### src/rtl/fpu_add_pkg.sv
// Shared widths and payload types for the FP32 adder normalisation stage.
package fpu_add_pkg;

  localparam int unsigned EXP_W   = 8;
  localparam int unsigned MAN_W   = 23;
  localparam int unsigned SUM_W   = MAN_W + 5;
  localparam int unsigned MANT_W  = MAN_W + 4;
  localparam int unsigned EXP_MAX = (1 << EXP_W) - 1;

  typedef struct packed {
    logic             sign;
    logic [EXP_W-1:0] exp;
    logic [SUM_W-1:0] sum;
  } norm_in_t;

  typedef struct packed {
    logic              sign;
    logic [EXP_W-1:0]  exp;
    logic [MANT_W-1:0] mant;
    logic              zero;
    logic              ovf;
    logic              unf;
  } norm_out_t;

endpackage

### src/rtl/fpu_add_norm_stage_if.sv
// Upstream/downstream handshake and payload bundle; signal names follow the stage's own view.
interface fpu_add_norm_stage_if;
  import fpu_add_pkg::*;

  logic              i_valid;
  logic              o_ready;
  logic              i_sign;
  logic [EXP_W-1:0]  i_exp;
  logic [SUM_W-1:0]  i_sum;
  logic              o_valid;
  logic              i_ready;
  logic              o_sign;
  logic [EXP_W-1:0]  o_exp;
  logic [MANT_W-1:0] o_mant;
  logic              o_zero;
  logic              o_ovf;
  logic              o_unf;

  modport slave (
    input  i_valid, i_sign, i_exp, i_sum, i_ready,
    output o_ready, o_valid, o_sign, o_exp, o_mant, o_zero, o_ovf, o_unf
  );

  modport master (
    output i_valid, i_sign, i_exp, i_sum, i_ready,
    input  o_ready, o_valid, o_sign, o_exp, o_mant, o_zero, o_ovf, o_unf
  );

endinterface

### src/rtl/fpu_add_lzc28.sv
// 28-bit leading-zero counter: seven 4-bit leading-one cells and a nibble priority combiner.
module fpu_add_lzc28 (
  input  logic [27:0] i_data,
  output logic [4:0]  o_lz,
  output logic        o_zero
);

  logic [6:0]      w_nib_any;
  logic [6:0][1:0] w_nib_cnt;

  // Cell 0 covers the most significant nibble.
  for (genvar g = 0; g < 7; g++) begin : g_cell
    logic [3:0] w_nib;
    assign w_nib        = i_data[27-4*g -: 4];
    assign w_nib_any[g] = |w_nib;
    assign w_nib_cnt[g] = w_nib[3] ? 2'd0 :
                          w_nib[2] ? 2'd1 :
                          w_nib[1] ? 2'd2 : 2'd3;
  end

  always_comb begin
    o_lz = 5'd28;
    for (int i = 6; i >= 0; i--) begin
      if (w_nib_any[i]) o_lz = 5'(4 * i) + {3'b000, w_nib_cnt[i]};
    end
    o_zero = ~|w_nib_any;
  end

endmodule

### src/rtl/fpu_add_norm_stage.sv
// Post-add normalisation: S1 registers the raw sum with its leading-zero count,
// S2 registers the shifted mantissa, adjusted exponent and zero/overflow/underflow flags.
module fpu_add_norm_stage
  import fpu_add_pkg::*;
(
  input logic                 i_clk,
  input logic                 i_rst_n,
  input logic                 i_flush,
  fpu_add_norm_stage_if.slave bus
);

  logic      w_adv1, w_adv2;
  logic [4:0] w_lz;
  logic      w_zero;

  logic      r_s1_valid;
  norm_in_t  r_s1_in;
  logic [4:0] r_s1_lz;
  logic      r_s1_zero;

  logic      r_s2_valid;
  norm_out_t r_s2_out;
  norm_out_t w_s2_nxt;

  logic [4:0]        w_shamt;
  logic [MANT_W-1:0] w_shl;
  logic [EXP_W:0]    w_exp_inc;

  assign w_adv2      = ~r_s2_valid | bus.i_ready;
  assign w_adv1      = ~r_s1_valid | w_adv2;
  assign bus.o_ready = w_adv1;

  fpu_add_lzc28 u_lzc (
    .i_data (bus.i_sum),
    .o_lz   (w_lz),
    .o_zero (w_zero)
  );

  always_ff @(posedge i_clk or negedge i_rst_n) begin
    if (!i_rst_n) begin
      r_s1_valid <= 1'b0;
      r_s1_in    <= '0;
      r_s1_lz    <= '0;
      r_s1_zero  <= 1'b0;
    end else if (i_flush) begin
      r_s1_valid <= 1'b0;
    end else if (w_adv1) begin
      r_s1_valid <= bus.i_valid;
      if (bus.i_valid) begin
        r_s1_in   <= '{sign: bus.i_sign, exp: bus.i_exp, sum: bus.i_sum};
        r_s1_lz   <= w_lz;
        r_s1_zero <= w_zero;
      end
    end
  end

  // lz counts from the carry bit, so lz==1 is already normalised and lz-1 is the left shift.
  assign w_shamt   = r_s1_lz - 5'd1;
  assign w_shl     = r_s1_in.sum[MANT_W-1:0] << w_shamt;
  assign w_exp_inc = {1'b0, r_s1_in.exp} + (EXP_W + 1)'(1);

  always_comb begin
    w_s2_nxt      = '0;
    w_s2_nxt.sign = r_s1_in.sign;
    if (r_s1_zero) begin
      w_s2_nxt.sign = 1'b0;
      w_s2_nxt.zero = 1'b1;
    end else if (r_s1_in.exp == '0) begin
      w_s2_nxt.unf = 1'b1;
    end else if (r_s1_lz == 5'd0) begin
      if (w_exp_inc >= (EXP_W + 1)'(EXP_MAX)) begin
        w_s2_nxt.ovf = 1'b1;
        w_s2_nxt.exp = '1;
      end else begin
        w_s2_nxt.exp  = w_exp_inc[EXP_W-1:0];
        w_s2_nxt.mant = {r_s1_in.sum[SUM_W-1:2], r_s1_in.sum[1] | r_s1_in.sum[0]};
      end
    end else if (r_s1_lz == 5'd1) begin
      w_s2_nxt.exp  = r_s1_in.exp;
      w_s2_nxt.mant = r_s1_in.sum[MANT_W-1:0];
    end else if (r_s1_in.exp > EXP_W'(w_shamt)) begin
      w_s2_nxt.exp  = r_s1_in.exp - EXP_W'(w_shamt);
      w_s2_nxt.mant = w_shl;
    end else begin
      w_s2_nxt.unf = 1'b1;
    end
  end

  always_ff @(posedge i_clk or negedge i_rst_n) begin
    if (!i_rst_n) begin
      r_s2_valid <= 1'b0;
      r_s2_out   <= '0;
    end else if (i_flush) begin
      r_s2_valid <= 1'b0;
    end else if (w_adv2) begin
      r_s2_valid <= r_s1_valid;
      if (r_s1_valid) r_s2_out <= w_s2_nxt;
    end
  end

  assign bus.o_valid = r_s2_valid;
  assign bus.o_sign  = r_s2_out.sign;
  assign bus.o_exp   = r_s2_out.exp;
  assign bus.o_mant  = r_s2_out.mant;
  assign bus.o_zero  = r_s2_out.zero;
  assign bus.o_ovf   = r_s2_out.ovf;
  assign bus.o_unf   = r_s2_out.unf;

endmodule

### src/flat_wrapper.sv
// flat-port wrapper written by rule: the top's interface ports become plain ports
module fpu_add_norm_stage_flat import fpu_add_pkg::*;
  (i_clk, i_rst_n, i_flush, bus_i_valid, bus_i_sign, bus_i_exp, bus_i_sum, bus_i_ready, bus_o_ready, bus_o_valid, bus_o_sign, bus_o_exp, bus_o_mant, bus_o_zero, bus_o_ovf, bus_o_unf);
  fpu_add_norm_stage_if bus_i ();
  input logic i_clk;
  input logic i_rst_n;
  input logic i_flush;
  input wire logic [$bits(bus_i.i_valid)-1:0] bus_i_valid;
  input wire logic [$bits(bus_i.i_sign)-1:0] bus_i_sign;
  input wire logic [$bits(bus_i.i_exp)-1:0] bus_i_exp;
  input wire logic [$bits(bus_i.i_sum)-1:0] bus_i_sum;
  input wire logic [$bits(bus_i.i_ready)-1:0] bus_i_ready;
  output wire logic [$bits(bus_i.o_ready)-1:0] bus_o_ready;
  output wire logic [$bits(bus_i.o_valid)-1:0] bus_o_valid;
  output wire logic [$bits(bus_i.o_sign)-1:0] bus_o_sign;
  output wire logic [$bits(bus_i.o_exp)-1:0] bus_o_exp;
  output wire logic [$bits(bus_i.o_mant)-1:0] bus_o_mant;
  output wire logic [$bits(bus_i.o_zero)-1:0] bus_o_zero;
  output wire logic [$bits(bus_i.o_ovf)-1:0] bus_o_ovf;
  output wire logic [$bits(bus_i.o_unf)-1:0] bus_o_unf;
  assign bus_i.i_valid = bus_i_valid;
  assign bus_i.i_sign = bus_i_sign;
  assign bus_i.i_exp = bus_i_exp;
  assign bus_i.i_sum = bus_i_sum;
  assign bus_i.i_ready = bus_i_ready;
  assign bus_o_ready = bus_i.o_ready;
  assign bus_o_valid = bus_i.o_valid;
  assign bus_o_sign = bus_i.o_sign;
  assign bus_o_exp = bus_i.o_exp;
  assign bus_o_mant = bus_i.o_mant;
  assign bus_o_zero = bus_i.o_zero;
  assign bus_o_ovf = bus_i.o_ovf;
  assign bus_o_unf = bus_i.o_unf;
  fpu_add_norm_stage u_core (.i_clk(i_clk), .i_rst_n(i_rst_n), .i_flush(i_flush), .bus(bus_i));
endmodule
### config.mk
export PLATFORM = sky130hd
export DESIGN_NAME = fpu_add_norm_stage_flat
export DESIGN_NICKNAME = d
export VERILOG_FILES = /design/src/rtl/fpu_add_pkg.sv /design/src/rtl/fpu_add_norm_stage_if.sv /design/src/rtl/fpu_add_lzc28.sv /design/src/rtl/fpu_add_norm_stage.sv /design/src/flat_wrapper.sv
export SDC_FILE = /design/constraint.sdc
export NUM_CORES = 1
export LEC_CHECK = 0
export CAP_MARGIN = 20
export CELL_PAD_IN_SITES_DETAIL_PLACEMENT = 1
export CELL_PAD_IN_SITES_GLOBAL_PLACEMENT = 1
export CORE_UTILIZATION = 44
export DETAILED_ROUTE_END_ITERATION = 8
export PLACE_DENSITY = 0.8
export SYNTH_ARGS = -nofsm -noshare
export SYNTH_HDL_FRONTEND = slang
export SYNTH_SLANG_ARGS = --single-unit
export TNS_END_PERCENT = 10
### constraint.sdc
create_clock -name i_clk -period 7.77 [get_ports i_clk]
set_input_delay 1.554 -clock i_clk [delete_from_list [all_inputs] [get_ports i_clk]]
set_output_delay 1.554 -clock i_clk [all_outputs]
set_load 0.05 [all_outputs]
== Yosys cells after proc, flatten, opt, wreduce, memory -nomap -nowiden ==
Index checks and enable logic that the tools add are counted.
Storage, ports and cells
  flip-flop bits (word level): 84
  logic and storage cells: 96
Operators by class
  add/sub/neg operators: 9
  order comparisons: 2
  equality and inequality tests: 1
  shifts and indexed selects: 1
  multiplexer cells: 49
  bitwise operators: 6
  reductions and logical operators: 15
Operator list (count)
  35-bit 2-to-1 mux: 5
  5-bit 2-to-1 mux: 7
  2-bit 2-to-1 mux: 15
  28-bit OR reduction: 1
  4-bit OR reduction: 7
  27-bit 2-to-1 mux: 1
  27-bit by 5-bit << shifter with 27-bit output: 1
  1-bit 2-to-1 mux: 20
  4-bit by 2-bit adder with 5-bit output (first input constant): 2
  5-bit by 2-bit adder with 5-bit output (first input constant): 2
  8-bit by 1-bit adder with 9-bit output (second input constant): 1
  9-bit by 8-bit >= comparator with 1-bit output (second input constant): 1
  8-bit by 5-bit greater-than comparator with 1-bit output: 1
  8-bit zero test: 1
  8-bit 2-to-1 mux: 1
  8-bit by 5-bit subtractor with 8-bit output: 1
  3-bit AND reduction: 2
  4-bit by 3-bit adder with 5-bit output (first input constant): 1
  5-bit by 1-bit == test with 1-bit output (second input constant): 1
  5-bit zero test: 1
  5-bit by 1-bit subtractor with 5-bit output (second input constant): 1
  3-bit by 2-bit adder with 4-bit output (first input constant): 1
  2-bit nonzero test: 2
  1-bit inverter: 3
  other kinds (2): 4

== Depth between registers and ports, before layout ==
  depth after elaboration: 11
  depth in mapped cells: 18
  gate-level depth less buffers: 12

== Cells and area by module ==
A second synthesis with hierarchy kept.
Unflattened totals
  cell total of the unflattened synthesis: 672
  area, all modules: 6208.5 µm²
By module, submodules not included
  fpu_add_norm_stage: times used 1, cells each 617, area an instance 5871.9 µm², seq. area each 2102.0 µm²
  fpu_add_lzc28: times used 1, cells each 55, area an instance 336.6 µm², seq. area each 0.0 µm²

== Worst setup path after synthesis ==
Ideal clock, no wire load.
  kind: register to register
  start: register u_core.r_s1_lz[0]
  end: register u_core.r_s2_out (netlist bit u_core.bus.o_exp[6])
  setup time: 68 ps
  arrival time: 4606 ps
  path slack: 3096 ps
  cell stages (with the launch flop): 18
  path through: dfrtp_1 -> buf_2 -> buf_2 -> buf_2 -> buf_2 -> inv_1 -> ha_1 -> xor2_1 -> clkinv_1 -> clkbuf_1 -> ha_1 -> nor2b_1 -> or2_2 -> maj3_2 -> maj3_2 -> or4_1 -> nand3_1 -> a32o_1
Between the ends
  cells in the longest elaborated chain, start to end: 7
Ends and longest elaborated chain
  start, declared: line fpu_add_norm_stage.sv:18  | logic [4:0] r_s1_lz;
  start signal, assigned: line fpu_add_norm_stage.sv:51  | r_s1_lz <= w_lz;
  5-bit by 1-bit subtractor with 5-bit output: line fpu_add_norm_stage.sv:58  | assign w_shamt = r_s1_lz - 5'd1;
  8-bit by 5-bit subtractor with 8-bit output or 8-bit by 5-bit greater-than comparator with 1-bit output (tied branches): line fpu_add_norm_stage.sv:82, fpu_add_norm_stage.sv:81
  35-bit 2-to-1 mux: line fpu_add_norm_stage.sv:81  | end else if (r_s1_in.exp > EXP_W'(w_shamt)) begin
  35-bit 2-to-1 mux: line fpu_add_norm_stage.sv:78  | end else if (r_s1_lz == 5'd1) begin
  35-bit 2-to-1 mux *: line fpu_add_norm_stage.sv:70  | end else if (r_s1_lz == 5'd0) begin
  35-bit 2-to-1 mux *: line fpu_add_norm_stage.sv:68  | end else if (r_s1_in.exp == '0) begin
  35-bit 2-to-1 mux *: line fpu_add_norm_stage.sv:65  | if (r_s1_zero) begin
  end signal, assigned: line fpu_add_norm_stage.sv:97  | if (r_s1_valid) r_s2_out <= w_s2_nxt;
  end, declared: line fpu_add_norm_stage.sv:22  | norm_out_t r_s2_out;
Mark *: on every way between the ends. The rest lies on a longest branch, timed or not.
A chain may end at the register's enable or synchronous reset.

== Final worst setup path ==
  start: register u_core.r_s1_lz[0]
  end: register u_core.r_s2_out (netlist bit u_core.bus.o_mant[14])
Between the ends
  cells in the longest elaborated chain, start to end: 7
Ends and longest elaborated chain (line)
  5-bit by 1-bit subtractor with 5-bit output: fpu_add_norm_stage.sv:58
  8-bit by 5-bit greater-than comparator with 1-bit output or 27-bit by 5-bit << shifter with 27-bit output (tied branches): fpu_add_norm_stage.sv:81, fpu_add_norm_stage.sv:59
  35-bit 2-to-1 mux: fpu_add_norm_stage.sv:81
  35-bit 2-to-1 mux: fpu_add_norm_stage.sv:78
  35-bit 2-to-1 mux *: fpu_add_norm_stage.sv:70
  35-bit 2-to-1 mux *: fpu_add_norm_stage.sv:68
  35-bit 2-to-1 mux *: fpu_add_norm_stage.sv:65
Marks and branches as above.

==> results.cfg <==
[clocking]
cts.clk_slew.worst_paths_ns = 0.07
holdBufCountCts = 0
cts_buffer_depth = 2
numCtsBuffers = 9
cts_tree = yes
postCtsSetupRepairBufs = 0
insertion_delay_ns = 0.36
cts.htree.levels = 3
cts_resized = 0
cts_sinks = 84
cts_root_buf = clkbuf_16

[worst_setup_path]
cp_max_fo = 34
cp-startpoint = u_core.r_s1_lz[0]
crit_slowest_cell = clkinv_1
crit_path_start_kind = flop
crit_chain = buf_4, inv_1, ha_1, xor2_1, buf_4, clkinv_1, ha_1, nor2b_1, o21ai_0, maj3_1, a21oi_1, and2_1, a32oi_1, o21ai_0
r2r_slack_ns = 2.85
crit_arrival_ns = 5.17
critPathMaxStageDelay_ns = 0.68
cp-end-kind = flop
critPathKind = flop to flop
crit_required_ns = 8.02
rr_startpoint = u_core.r_s1_lz[0]

[placement]
place_inst = 843
dp_slack_ns = 2.63
io_buffers = 82
post-dp-hpwl_mm = 14.2
gp_congestion = 0.916
place_area_um2 = 6750

[timing]
period_share_pct = 63.3
slew_viol_final = 0
hold_violations = 0
finalSetupViolations = 0
max-slew-margin-rel_pct = 45.4
layout_setup_ws_ns = 2.85
min_period_ns = 4.92
timing.fmax_mhz = 203
holdWs_ns = 0.478
tightest_slew_ns = 0.817
fin_worst_skew_ns = 0.00900
rsz0062_at_grt = no
setup-tns-final_ns = 0

[synthesis]
synth.top_cell.area_share_pct = 36.0
synth_edf_count = 0
synth_mux_area_share_pct = 19.3
synth-xor-area-share_pct = 1.50
synth_fa_ha_area_share_pct = 2.79
postSynth.asyncResetShare_pct = 100
ys_top_cells_by_count = dfrtp_1, nand2_1, o21ai_0
synth_area_leaders = dfrtp_1, mux2_2, mux4_2
synth_flop_cell = dfrtp_1
ys_ff_latch = 84
synth_area_per_cell_um2 = 9.31
seq_area_frac_synth_pct = 36.0
synth_cells = 627
synth_nets = 678
synth-simple-area-share_pct = 15.0
syn_area_um2 = 5840
ys_warn_count = 0
ys_types = 63
synth_compound_area_share_pct = 21.1
yosysTopAreaCell = dfrtp_1
synth_top_family_by_area = compound AO/OA/AOI/OAI gates

[worst_hold_path]
hold_path_class = flop to flop
min_from = u_core.bus.o_exp[5]

[grt]
overflow = 0
gr-usage-all-layers_pct = 30.5
antenna_found_initial = 0
grt_first_pass_wirelength_mm = 30.8
grt_max_degree = 85
grt_pass1_vias = 5613

[floorplan]
num_rows = 41
initial_core_util_pct = 45.7
die_w_um = 117
core-area_um2 = 12800
fp.dieH_um = 117
ios = 83
die_area_um2 = 13700

[power_and_ir_drop]
clockPowerShare_pct = 21.7
p_total_mw = 2.15
power_leakage_nw = 2.89
p_per_area_nw_per_um2 = 303
p_sw_mw = 0.940
p_seq_share_pct = 29.9
switching_share_pct = 43.7
pwr-share-comb_pct = 48.4
p_int_mw = 1.21
peakVddDrop_v = 0.000117

[route]
drtPass1Iterations = 5
drc = 0
routed_wl_mm = 19.8
via_per_inst = 6.37
vias = 5482
drtAntennaViolNets = 0
drt-initial-drc-count = 440
wl_per_cell_um = 23.0

[final_layout]
layoutNonFillerInstCount = 861
final_nets = 735
utilization_pct = 55.6
fin_area_um2 = 7100
syn_to_final_growth_pct = 21.7
drive_above_1_share_pct = 13.4
antenna_cells = 0

[outcome]
status = finished clean

[job]
maxCapViolations = 0
[layout make-up]
class                   count  area [um2]
clock inverters             6        88.8
clock buffers              10         229
fillers                  1436        5670
multi-input cells         480        3480
flip-flops and latches     84        2100
repair buffers             94         928
well taps                 172         215
inverters                  15        56.3
[cell usage in the layout, fill, tap and decap left out, types with 8 or more instances in the layout]
| cell | count |
|---|---|
| mux2_2 | 38 |
| buf_4 | 12 |
| o31ai_1 | 10 |
| inv_1 | 13 |
| a31oi_1 | 12 |
| clkbuf_16 | 9 |
| nand2_1 | 84 |
| a22oi_1 | 18 |
| a21oi_1 | 39 |
| dfrtp_1 | 84 |
| nand3_1 | 20 |
| ha_1 | 8 |
| nor2_1 | 31 |
| a221oi_1 | 11 |
| mux4_2 | 19 |
| clkdlybuf4s50_1 | 81 |
| nor3_1 | 12 |
| o21ai_0 | 45 |
| mux2i_1 | 27 |
[power by group through the flow]
stage	Combinational, mW	Clock, mW	Sequential (mW)
after CTS	1.03	0.476	0.641
after global placement	1.00	0	0.640
after floorplan	0.503	0	0.823
final	1.04	0.467	0.643
after global routing	1.11	0.488	0.653
after detailed placement	1.03	0	0.647
[sequential cells by signal, summed over array words and instances, names as in the netlist, 5 cells and up]
signal and flops:
u_core.bus.o_mant 27, u_core.r_s1_in 37, u_core.bus.o_exp 8, u_core.r_s1_lz 5
[cell families (layout without fill, tap and decap cells)]
kind of cell               after synthesis  after routing
AOI/OAI and AO/OA                      185            185
xor gates and xnor gates                10             10
adders and majority gates               13             13
buffers and inverters                   63            125
DFF                                     84             84
muxes                                   84             84
and+or+nand+nor                        188            188
[path summary, 6_finish.rpt]
| kind | endpoint | depth (start not counted) |
|---|---|---|
| max | u_core.bus.o_mant[14] | 14 |
| min | u_core.bus.o_exp[5] | 2 |
| max reg2reg | u_core.bus.o_mant[14] | 14 |
| min reg2reg | u_core.bus.o_exp[5] | 2 |
| max in group asynchronous | u_core.bus.o_mant[16] | 2 |
| min in group asynchronous | u_core.r_s1_in[30] | 1 |
[critical path: cells and delay by family, from the launching register on]
family | cells | cell delay (ns)
and+or+nand+nor | 2 | 0.57
AOI/OAI and AO/OA | 4 | 0.81
DFF | 1 | 0.32
xor gates and xnor gates | 1 | 0.14
buffers and inverters | 4 | 1.58
adders and majority gates | 3 | 1.38
[per-layer routing]
metal	part of all wire (%)	global-route usage, %
met5	0	0
met4	3.9	15.8
met3	4.2	3.45
met2	51	52.2
met1	41	37.9
Power figures use the tool's default switching activity.
